[src/rtl/sevenseg_pkg.sv]
// Shared seven-segment types and the BCD-to-segment table.
// Segment bit order is {g,f,e,d,c,b,a}; all patterns are active-high.
package sevenseg_pkg;

    typedef logic [6:0] seg_t;

    localparam seg_t SEG_BLANK = 7'b000_0000;

    // Codes above 9 are not BCD digits and show nothing.
    function automatic seg_t bcd_to_seg(input logic [3:0] bcd);
        seg_t pat;
        case (bcd)
            4'd0:    pat = 7'b011_1111;
            4'd1:    pat = 7'b000_0110;
            4'd2:    pat = 7'b101_1011;
            4'd3:    pat = 7'b100_1111;
            4'd4:    pat = 7'b110_0110;
            4'd5:    pat = 7'b110_1101;
            4'd6:    pat = 7'b111_1101;
            4'd7:    pat = 7'b000_0111;
            4'd8:    pat = 7'b111_1111;
            4'd9:    pat = 7'b110_1111;
            default: pat = SEG_BLANK;
        endcase
        return pat;
    endfunction

endpackage

[src/rtl/sevenseg_decoder.sv]
// Combinational BCD to seven-segment decoder, providing both output polarities.
module sevenseg_decoder
    import sevenseg_pkg::*;
(
    input  logic [3:0] bcd,
    output logic [6:0] sevenseg,
    output logic [6:0] sevenseg_n
);

    assign sevenseg   = bcd_to_seg(bcd);
    assign sevenseg_n = ~bcd_to_seg(bcd);

endmodule

[src/rtl/sevenseg_mux_driver.sv]
// Multiplexed N-digit seven-segment driver: shadow/active digit registers, scan prescaler,
// leading-zero blanking and registered outputs. Blinking is built only with SEVENSEG_BLINK_EN.
module sevenseg_mux_driver
    import sevenseg_pkg::*;
#(
    parameter int DIGITS       = 4,
    parameter int SCAN_DIV     = 50000,
    parameter int BLINK_FRAMES = 100
)
(
    input  logic                  clk,
    input  logic                  rst,
    input  logic [4*DIGITS-1:0]   bcd_in,
    input  logic [DIGITS-1:0]     dp_in,
    input  logic [DIGITS-1:0]     blink_mask,
    input  logic                  load,
    input  logic                  blank_lz,
    output logic [6:0]            seg,
    output logic [6:0]            seg_n,
    output logic                  dp,
    output logic [DIGITS-1:0]     an,
    output logic [DIGITS-1:0]     an_n,
    output logic                  frame_start
);

    localparam int PW = $clog2(SCAN_DIV);
    localparam int IW = (DIGITS > 1) ? $clog2(DIGITS) : 1;
    localparam int BW = (BLINK_FRAMES > 1) ? $clog2(BLINK_FRAMES) : 1;

    logic [PW-1:0]          pcnt_q, pcnt_d;
    logic [IW-1:0]          idx_q, idx_d;
    logic                   pcnt_tc, idx_tc, frame_tc;
    logic                   bnd_q;

    logic [4*DIGITS-1:0]    sh_bcd_q, act_bcd_q;
    logic [DIGITS-1:0]      sh_dp_q, act_dp_q;
    logic [DIGITS-1:0]      sh_blink_q, act_blink_q;

    logic [3:0]             sel_bcd;
    logic                   sel_dp, sel_blink, sel_lz;
    logic [DIGITS-1:0]      lz;
    logic                   zero_run;
    logic                   phase;
    logic                   lz_blank, bl_blank;

    logic [6:0]             dec_seg, dec_seg_n;
    logic [6:0]             seg_d, seg_n_d, seg_q, seg_n_q;
    logic                   dp_d, dp_q;
    logic [DIGITS-1:0]      an_d, an_q, an_n_q;
    logic                   fs_q;

    always_comb begin
        pcnt_tc  = (pcnt_q == PW'(SCAN_DIV - 1));
        idx_tc   = (idx_q == IW'(DIGITS - 1));
        frame_tc = pcnt_tc && idx_tc;
        pcnt_d   = pcnt_tc ? '0 : pcnt_q + 1'b1;
        idx_d    = idx_q;
        if (pcnt_tc) begin
            idx_d = idx_tc ? '0 : idx_q + 1'b1;
        end
    end

    // lz[i] is set when active digits DIGITS-1..i are all zero; digit 0 is never included.
    always_comb begin
        lz       = '0;
        zero_run = 1'b1;
        for (int i = DIGITS - 1; i >= 1; i--) begin
            zero_run = zero_run && (act_bcd_q[4*i +: 4] == 4'd0);
            lz[i]    = zero_run;
        end
    end

    always_comb begin
        sel_bcd   = '0;
        sel_dp    = 1'b0;
        sel_blink = 1'b0;
        sel_lz    = 1'b0;
        an_d      = '0;
        for (int i = 0; i < DIGITS; i++) begin
            an_d[i] = (idx_q == IW'(i));
            if (idx_q == IW'(i)) begin
                sel_bcd   = act_bcd_q[4*i +: 4];
                sel_dp    = act_dp_q[i];
                sel_blink = act_blink_q[i];
                sel_lz    = lz[i];
            end
        end
    end

`ifdef SEVENSEG_BLINK_EN
    logic [BW-1:0] bcnt_q, bcnt_d;
    logic          phase_q, phase_d;

    always_comb begin
        bcnt_d  = bcnt_q;
        phase_d = phase_q;
        if (frame_tc) begin
            if (bcnt_q == BW'(BLINK_FRAMES - 1)) begin
                bcnt_d  = '0;
                phase_d = ~phase_q;
            end else begin
                bcnt_d = bcnt_q + 1'b1;
            end
        end
    end

    always_ff @(posedge clk) begin
        if (rst) begin
            bcnt_q  <= '0;
            phase_q <= 1'b0;
        end else begin
            bcnt_q  <= bcnt_d;
            phase_q <= phase_d;
        end
    end

    assign phase = phase_q;
`else
    assign phase = 1'b0;
`endif

    sevenseg_decoder u_dec (
        .bcd        (sel_bcd),
        .sevenseg   (dec_seg),
        .sevenseg_n (dec_seg_n)
    );

    always_comb begin
        lz_blank = blank_lz && sel_lz;
        bl_blank = phase && sel_blink;
        seg_d    = (lz_blank || bl_blank) ? SEG_BLANK  : dec_seg;
        seg_n_d  = (lz_blank || bl_blank) ? ~SEG_BLANK : dec_seg_n;
        dp_d     = sel_dp && !bl_blank;
    end

    // The frame-boundary flag is delayed once so frame_start lines up with digit 0 on the pins.
    always_ff @(posedge clk) begin
        if (rst) begin
            pcnt_q      <= '0;
            idx_q       <= '0;
            bnd_q       <= 1'b0;
            sh_bcd_q    <= '0;
            sh_dp_q     <= '0;
            sh_blink_q  <= '0;
            act_bcd_q   <= '0;
            act_dp_q    <= '0;
            act_blink_q <= '0;
            seg_q       <= SEG_BLANK;
            seg_n_q     <= ~SEG_BLANK;
            dp_q        <= 1'b0;
            an_q        <= '0;
            an_n_q      <= '1;
            fs_q        <= 1'b0;
        end else begin
            pcnt_q <= pcnt_d;
            idx_q  <= idx_d;
            bnd_q  <= frame_tc;
            if (load) begin
                sh_bcd_q   <= bcd_in;
                sh_dp_q    <= dp_in;
                sh_blink_q <= blink_mask;
            end
            if (frame_tc) begin
                act_bcd_q   <= sh_bcd_q;
                act_dp_q    <= sh_dp_q;
                act_blink_q <= sh_blink_q;
            end
            seg_q   <= seg_d;
            seg_n_q <= seg_n_d;
            dp_q    <= dp_d;
            an_q    <= an_d;
            an_n_q  <= ~an_d;
            fs_q    <= bnd_q;
        end
    end

    assign seg         = seg_q;
    assign seg_n       = seg_n_q;
    assign dp          = dp_q;
    assign an          = an_q;
    assign an_n        = an_n_q;
    assign frame_start = fs_q;

endmodule
[config.mk]
export PLATFORM = sky130hd
export DESIGN_NAME = sevenseg_mux_driver
export DESIGN_NICKNAME = d
export VERILOG_FILES = /design/src/rtl/sevenseg_pkg.sv /design/src/rtl/sevenseg_decoder.sv /design/src/rtl/sevenseg_mux_driver.sv
export SDC_FILE = /design/constraint.sdc
export NUM_CORES = 1
export LEC_CHECK = 0
export ABC_CLOCK_PERIOD_IN_PS = 5900
export BUFFER_PORTS_ARGS = -buffer_cell sky130_fd_sc_hd__buf_2
export CAP_MARGIN = 20
export CORE_MARGIN = 5
export CORE_UTILIZATION = 60
export DETAILED_ROUTE_END_ITERATION = 10
export PLACE_DENSITY_LB_ADDON = 0.2
export SLEW_MARGIN = 10
export SYNTH_ARGS = -nofsm -noshare
export SYNTH_HDL_FRONTEND = slang
export SYNTH_SLANG_ARGS = --single-unit
[constraint.sdc]
create_clock -name clk -period 5.9 [get_ports clk]
set_input_delay 0.295 -clock clk [delete_from_list [all_inputs] [get_ports clk]]
set_output_delay 0.295 -clock clk [all_outputs]
set_load 0.05 [all_outputs]
Yosys cells after proc, flatten, opt, wreduce, memory -nomap -nowiden
Memory sizes are Yosys's and may differ from the RTL's. A register that Yosys moved wholly into a read port is not among the register bits. Cells that the tools add are included.

Bits in read-only memories: 224. Bits of input ports: 28. Logic and storage cells: 44. Memories kept: 2. Output and inout bits: 24. Register bits: 76.

Bitwise logic cells: 2. Multiplexer cells: 12. Reduce and logical (&&, ||, !) cells: 10. Add/sub/neg operators: 2. Eq/ne operators: 4.

Memory list: (no name shown) (depth 16, bits a word 7, read ports 1, clocked after Yosys merged registers in 0, wr ports 0, RTL line sevenseg_pkg.sv:12) `case (bcd)`; (no name shown) (depth 16, bits a word 7, read ports 1, clocked after Yosys merged registers in 1, wr ports 0, RTL line sevenseg_pkg.sv:12).

Operators with widths (count): $add 16x1->16 const B (1); $eq 16x16->1 const B (1); $mux 4 (4); $logic_not 4->1 (3); $mux 1 (7); $not 7->7 (1); $eq 2x2->1 const B (2); $logic_and 1x1->1 (4); $not 4->4 (1); $reduce_or 2->1 (2); $add 2x1->2 const B (1); $eq 2x1->1 const B (1); $logic_not 2->1 (1); $mux 2 (1).

Longest topological paths before layout
Gate-level depths: netlist of run 1.

Depth after elaboration: 8. Depth in mapped cells: 9. Mapped depth without buffers: 8.

Modules after synthesis
From an unflattened synthesis of run 1, not the netlist that was laid out.

Cells, all modules: 383. Area total of the unflattened synthesis: 3669.8 µm².

By module, submodules not included: sevenseg_mux_driver (instances 1, cells an instance 339, sequential area each 1661.6 µm², area an instance 3370.7 µm²); sevenseg_decoder (instances 1, cells an instance 44, sequential area each 0.0 µm², area an instance 299.0 µm²).

Worst setup path before layout of run 1
OpenSTA, ideal clock, no wires.

Path kind: flip-flop to flip-flop. Start: reg idx_q[0]. End: reg seg_n_q[4] (netlist: seg_n[4]). Cell stages (with the launch flop): 10. Data arrival time: 2430 ps. Buffers on the path: 2. Slack: 3350 ps. Required time: 5780 ps. Clock period less this slack: 2550 ps. Setup time: 120 ps. Path through: dfxtp_1 -> ha_1 -> clkbuf_1 -> clkbuf_1 -> or3b_2 -> o221ai_1 -> inv_1 -> ha_1 -> or3b_2 -> a211o_1.

Elaborated cells between the ends (all ways): 15. Classes of those cells: 3 x eq/ne; 7 x mux; 1 x bitwise; 3 x reduce/logical; 1 x memory.

RTL lines: from (decl) (RTL line sevenseg_mux_driver.sv:31) `logic [IW-1:0] idx_q, idx_d;`; from (signal assigned) (RTL line sevenseg_mux_driver.sv:156) `idx_q <= idx_d;`; $eq 2x2->1 *; via an_d[3] (RTL line sevenseg_mux_driver.sv:49) `logic [DIGITS-1:0] an_d, an_q, an_n_q;`; $mux 4 or $mux 1 (tied branches) (RTL line sevenseg_mux_driver.sv:81) `if (idx_q == IW'(i)) begin`; $mem_v2 16x7 or $logic_and 1x1->1 (tied branches); $not 7->7 or $reduce_or 2->1 (tied branches); to (signal assigned) (RTL line sevenseg_mux_driver.sv:149) `seg_n_q <= ~SEG_BLANK;`; to (signal assigned) (RTL line sevenseg_mux_driver.sv:169) `seg_n_q <= seg_n_d;`; to (decl) (RTL line sevenseg_mux_driver.sv:47) `logic [6:0] seg_d, seg_n_d, seg_q, seg_n_q;`.

Mark *: on every way through the listed nets, which the timed path passes. The rest lies on a longest branch. A chain may end at the register's enable or synchronous reset.

Worst setup path after layout of run 1
Start: reg idx_q[0]. End: reg seg_n_q[4] (netlist: seg_n[4]).

Elaborated cells between the ends (all ways): 15. Classes of those cells: 3 x eq/ne; 7 x mux; 1 x bitwise; 3 x reduce/logical; 1 x memory.

RTL lines (RTL line): $eq 2x2->1 *; via an_d[2] (sevenseg_mux_driver.sv:49); $mux 4 or $mux 1 (tied branches) (2 in series) (sevenseg_mux_driver.sv:81); $mem_v2 16x7 or $logic_and 1x1->1 (tied branches); $not 7->7 or $reduce_or 2->1 (tied branches).

Marked as above.

==> reports/qor.yml, run 1 <==
outcome:
  status: "completed"
worst_setup_path:
  r2r-start: "idx_q[0]$_SDFFE_PP0N_"
  start_kind: "flop"
  slowest_stage: "o221ai_1"
  path_cells: "inv_1 -> ha_1 -> a211o_1 -> o221ai_1 -> ha_1 -> or3_1 -> o221ai_1 -> a211o_1"
  regToRegSetupSlack_ns: 3.13
  rr_worst_depth: 8
  crit_type: "flop to flop"
  end_kind: "flop"
  startpoint: "idx_q[0]$_SDFFE_PP0N_"
  r2r-end: "seg_n[4]$_SDFF_PP1_"
  crit_family: "compound AO/OA/AOI/OAI gates"
  critPathBufInv: 1
  crit_path_end: "seg_n[4]$_SDFF_PP1_"
  critPathArrivalTime_ns: 3.00
  crit_required_ns: 6.13
  path_depth: 8
  critPathMaxStageDelay_ns: 0.59
  critPathMaxFanout: 11
clock_tree:
  cts_setup_buffers: 0
  htree_levels: 3
  numCtsBuffers: 9
  cts.path.max_buffers: 2
  cts_root_buf: "clkbuf_8"
  clock-sinks: 83
  postCtsResizedCells: 0
  clk_pin_slew_ns: 0.08
  cts_tree: "built"
  clk_latency_ns: 0.34
  holdBufCountCts: 0
logic_synthesis:
  synth_ff_type: "dfxtp_1"
  synthTopCellsByArea: "dfxtp_1 50%, mux2i_1 6.0%, nand3_1 4.2%"
  syn_area_per_cell_um2: 9.29
  async_flop_share_pct: 0
  synth_warnings: 0
  synth_area_um2: 3340
  synth_top_cell_area_share_pct: 49.7
  synth_top_cell_by_area: "dfxtp_1"
  synth-edff-count: 0
  yosysSeqAreaShare_pct: 49.7
  ys_seq_elements: 83
  postSynthCellCount: 360
  synth_cell_type_count: 44
  syn-num-nets: 398
sta:
  worstMarginPinSlew_ns: 0.921
  finalCriticalPeriod_ns: 2.77
  min_period_over_period_pct: 47.0
  finalHoldViolCount: 0
  slew_headroom_pct: 38.6
  rsz0062_at_grt: "no"
  layout_setup_ws_ns: 3.13
  tns_ns: 0
  fin_skew_ns: 0.00660
  setup_viol: 0
  fmax_mhz: 360
  final_max_slew_viol_count: 0
route:
  routedWlPerCell_um: 13.9
  dr_total_vias: 2638
  ant_nets: 0
  drt_iter0_markers: 126
  drcViolationCount: 0
  drt-pass1-iter-count: 4
  drt-total-wl_um: 6550
  avgViaCountPerCell: 5.61
power_and_ir_drop:
  clockPowerShare_pct: 41.2
  vdd_drop_max_mv: 0.170
  p_leak_uw: 0.00159
  p_int_uw: 857
  p_switching_uw: 237
  swShare_pct: 21.7
  sequentialPowerShare_pct: 53.1
  p_per_area_nw_per_um2: 287
  combPwrFrac_pct: 5.7
placed_design:
  gp_congestion: 0.786
  dpl.cell_count: 454
  port_buffers: 47
  pre_cts_slack_ns: 3.19
  dp_hpwl_um: 4380
die:
  fp.dieH_um: 84.6
  num_io_pins: 52
  dieArea_um2: 7160
  start_util_pct: 61.1
  coreArea_um2: 5470
  dieWidth_um: 84.6
  row_count: 27
grt:
  grt_util_all_layers_pct: 19.0
  antenna_found_initial: 0
  grt_max_degree: 53
  grt_overflow: 0
  grt_pass1_vias: 2428
  grt_first_pass_wirelength_um: 11200
finish:
  final_common_cell: "dfxtp_1"
  nFillCells: 458
  area_growth_pct: 14.0
  drive_gt1_share_pct: 17.1
  antennaDiodeCount: 0
  nets: 431
  final_cells: 470
  final_cell_mix: "83 x dfxtp_1, 47 x buf_2, 36 x nor2_1, 28 x nand3_1, 26 x a21oi_1"
worst_hold_path:
  hold_path.class: "input port to flop"
job:
  cap_violations: 0
[final cells by class]
cell class	instances	area (um^2)	share of cell area, %
Clock inverter	4	72.6	1.90
Multi-Input combinational cell	239	1540	40.4
Sequential cell	83	1660	43.6
Clock buffer	12	155	4.07
Timing Repair Buffer	49	250	6.56
Tap cell	72	90.1	2.36
Inverter	11	41.3	1.08
[sequential cells by signal (all words and copies together), names as in the netlist]
signal and flops:
seg_n 7, frame_start 1, pcnt_q 16, dp 1, sh_dp_q 4, bnd_q 1
idx_q 2, an_n 4, an 4, act_dp_q 4, seg 7, sh_bcd_q 16
act_bcd_q 16
[worst min-delay path, stage by stage]
cell and delay, ns:
buf_2 0.07, mux2i_1 0.05, nor2_1 0.07
[synth_stat cells (all sizes together), types with 5 or more instances]
cell type	instances
clkbuf	24
a211o	5
nand2	17
ha	10
dfxtp	83
nor2	36
inv	11
mux2i	20
o21ai	24
a21oi	26
nand3	28
or3	5
xor2	10
[cell families after synthesis]
kind of cell	after synthesis	synth area share [%]
and+or+nand+nor	119	18.3
DFF	83	49.7
AOI/OAI and AO/OA	77	14.5
buffers and inverters	38	4.38
muxes	20	5.99
xor gates and xnor gates	13	3.41
adders and majority gates	10	3.74
[power groups by stage]
stage	Clock [uW]	Combinational, uW	Sequential, uW
2_1_floorplan	0	27.5	612
3_3_place_gp	0	61.1	594
3_5_place_dp	0	62.3	595
4_1_cts	459	62.5	582
5_1_grt	487	67.8	584
6_report	451	61.9	581
[per-stage QoR]
step	area, um^2	hold WS (ns)	total power (uW)	util, %
after global placement	3580	0.420	655	65.5
after floorplan	3340	0.414	639	-
after CTS	3810	0.173	1100	69.7
final	3810	0.184	1090	69.7
after global routing	3810	0.176	1140	69.7
after detailed placement	3580	0.430	657	65.5
[worst min path at each step]
stage | start | to | slack, ns | cells past startpoint
floorplan | bnd_q$_SDFF_PP0_ | frame_start$_SDFF_PP0_ | 0.41 | 1
global placement | bnd_q$_SDFF_PP0_ | frame_start$_SDFF_PP0_ | 0.42 | 1
detailed placement | bnd_q$_SDFF_PP0_ | frame_start$_SDFF_PP0_ | 0.43 | 1
CTS | bcd_in[12] | sh_bcd_q[12]$_SDFFE_PP0P_ | 0.17 | 3
global route | bcd_in[15] | sh_bcd_q[15]$_SDFFE_PP0P_ | 0.18 | 3
finish | bcd_in[14] | sh_bcd_q[14]$_SDFFE_PP0P_ | 0.18 | 3
[metal layers]
layer	vias up	global-route usage [%]	wire length, um
li1	1341	-	-
met1	1224	24.0	2980
met2	60	31.0	3120
met3	13	4.81	326
met4	0	7.77	119
met5	-	0	0
No activity file was read; power rests on OpenSTA's default activity.
==> run 2: changes to the inputs <==
--- a/config.mk
+++ b/config.mk
@@ -5,11 +5,11 @@
 export SDC_FILE = /design/constraint.sdc
 export NUM_CORES = 1
 export LEC_CHECK = 0
-export ABC_CLOCK_PERIOD_IN_PS = 5900
+export ABC_CLOCK_PERIOD_IN_PS = 2650
 export BUFFER_PORTS_ARGS = -buffer_cell sky130_fd_sc_hd__buf_2
 export CAP_MARGIN = 20
 export CORE_MARGIN = 5
-export CORE_UTILIZATION = 60
+export CORE_UTILIZATION = 56
 export DETAILED_ROUTE_END_ITERATION = 10
 export PLACE_DENSITY_LB_ADDON = 0.2
 export SLEW_MARGIN = 10
==> constraint.sdc (replaced) <==
create_clock -name clk -period 2.65 [get_ports clk]
set_input_delay 0.1325 -clock clk [delete_from_list [all_inputs] [get_ports clk]]
set_output_delay 0.1325 -clock clk [all_outputs]
set_load 0.05 [all_outputs]
==> run 2 against run 1 <==
Hold slack worse by 0.17 ns. Die area is 6.3% higher. Wire length is 1.6% higher. Utilization is 3.1 points lower. Final cell count grew 2.1%. Sequential power grew 120%. Worst setup slack got worse by 2.9 ns. Final area is 2.2% higher.
==> reports/qor.yml, run 2 (synthesized netlist as in run 1, its figures left out) <==
grt:
  grt_first_pass_wirelength_um: 11500  # was 11,200 um
  antenna_found_initial: 0  # unchanged
  grt_overflow: 0  # unchanged
  grt_pass1_vias: 2554  # was 2,428
  grt_util_all_layers_pct: 18.7  # was 19.0%
  grt_max_degree: 52  # was 53
finish:
  final_util_pct: 66.6  # was 69.7%
  nets: 438  # was 431
  final_cell_mix: "83 x dfxtp_1, 47 x buf_2, 36 x nor2_1, 28 x nand3_1, 26 x a21oi_1"  # unchanged
  final_cells: 480  # was 470
  antennaDiodeCount: 0  # unchanged
  area_growth_pct: 16.5  # was 14.0%
  drive_gt1_share_pct: 19.5  # was 17.1%
  final_common_cell: "dfxtp_1"  # unchanged
  reg_top3: "act_bcd_q (16), pcnt_q (16), sh_bcd_q (16)"  # unchanged
  finalInstanceArea_um2: 3900  # was 3810 um^2
die:
  start_util_pct: 57.1  # was 61.1%
  num_io_pins: 52  # unchanged
  dieWidth_um: 87.3  # was 84.6 um
  fp.dieH_um: 87.3  # was 84.6 um
  coreArea_um2: 5850  # was 5470 um^2
  row_count: 28  # was 27
  dieArea_um2: 7620  # was 7160 um^2
worst_setup_path:
  crit_required_ns: 2.85  # was 6.13 ns
  end_kind: "flop"  # unchanged
  critPathArrivalTime_ns: 2.66  # was 3.00 ns
  start_kind: "flop"  # unchanged
  critPathMaxFanout: 12  # was 11
  crit_type: "flop to flop"  # unchanged
sta:
  slew_headroom_pct: 38.2  # was 38.6%
  holdWs_ns: 0.00993  # was 0.184 ns
  final_max_slew_viol_count: 0  # unchanged
  setup_viol: 0  # unchanged
  rsz0062_at_grt: "no"  # unchanged
  worstMarginPinSlew_ns: 0.927  # was 0.921 ns
  min_period_over_period_pct: 92.9  # was 47.0%
  finalHoldViolCount: 0  # unchanged
  fin_skew_ns: 0.00760  # was 0.00660 ns
  fmax_mhz: 406  # was 360 MHz
  tns_ns: 0  # unchanged
  finalCriticalPeriod_ns: 2.46  # was 2.77 ns
clock_tree:
  clk_pin_slew_ns: 0.08  # about the same
  clk_latency_ns: 0.36  # was 0.34 ns
  numCtsBuffers: 9  # unchanged
  clock-sinks: 83  # unchanged
  htree_levels: 3  # unchanged
  cts.path.max_buffers: 2  # unchanged
  cts_root_buf: "clkbuf_8"  # unchanged
  cts_setup_buffers: 0  # unchanged
  cts_tree: "built"  # unchanged
placed_design:
  place_area_um2: 3630  # was 3580 um^2
  dpl.cell_count: 463  # was 454
  dp_hpwl_um: 4530  # was 4380 um
  port_buffers: 47  # unchanged
  gp_congestion: 0.825  # was 0.786
outcome:
  status: "completed"  # unchanged
power_and_ir_drop:
  vdd_drop_max_mv: 0.505  # was 0.170 mV
  p_per_area_nw_per_um2: 634  # was 287 nW/um^2
  p_leak_uw: 0.00162  # was 0.00159 uW
route:
  routedWlPerCell_um: 13.9  # about the same
  drt-pass1-iter-count: 4  # unchanged
  dr_total_vias: 2677  # was 2,638
  ant_nets: 0  # unchanged
  drcViolationCount: 0  # unchanged
  avgViaCountPerCell: 5.58  # was 5.61
  drt-total-wl_um: 6650  # was 6550 um
  drt_iter0_markers: 161  # was 126
job:
  cap_violations: 0  # unchanged
worst_hold_path:
  hold_path.class: "input port to flop"  # unchanged
-- run 2: area by class of cell --
type,count,area [um^2]
clock inverter,5,83.8
sequential,83,1660
tap,75,93.8
fill,483,1950
multi-input combinational,239,1560
clock buffer,11,151
inverter,11,41.3
timing repair buffer,56,305
-- run 2: metrics by stage --
stage | worst slack [ns] | power (uW)
floorplan | 0.100 | 1420
global placement | 0.231 | 1460
detailed placement | 0.155 | 1460
CTS | 0.126 | 2490
global route | 0.0198 | 2560
finish | 0.189 | 2470
-- run 2: worst max-delay path, cell delays in order, from the launching register on --
cell      delay (ns)
dfxtp_1         0.38
inv_1           0.08
ha_1            0.32
nand3b_1        0.23
a221o_1         0.33
ha_1            0.24
or3_1           0.37
o221ai_1        0.24
a211oi_1        0.11
-- run 2: path summary, 6_finish.rpt --
| path | startpoint | end | slack [ns] | depth (start not counted) |
|---|---|---|---|---|
| max | idx_q[1]$_SDFFE_PP0N_ | seg[4]$_SDFF_PP0_ | 0.19 | 8 |
| min | bcd_in[13] | sh_bcd_q[13]$_SDFFE_PP0P_ | 0.01 | 3 |
| max reg2reg | idx_q[1]$_SDFFE_PP0N_ | seg[4]$_SDFF_PP0_ | 0.19 | 8 |
| min reg2reg | bnd_q$_SDFF_PP0_ | frame_start$_SDFF_PP0_ | 0.45 | 1 |
-- run 2: what timing repair did --
action	in CTS	in global routing
gates resized for setup	0	4
hold buffers	1	0
setup endpoints to repair	0	12
endpoints found under the hold margin	1	0
-- run 2: power by group --
part,switching (uW),total [uW],internal (uW)
Combinational,90.1,140,50.0
Clock,448,1030,585
Sequential,16.0,1300,1280
-- run 2: routing by layer --
layer | global-route usage, % | part of all wire, %
met5 | 0 | 0
met4 | 8.65 | 2.1
met3 | 3.97 | 5.9
met2 | 27.5 | 43
met1 | 26.2 | 49
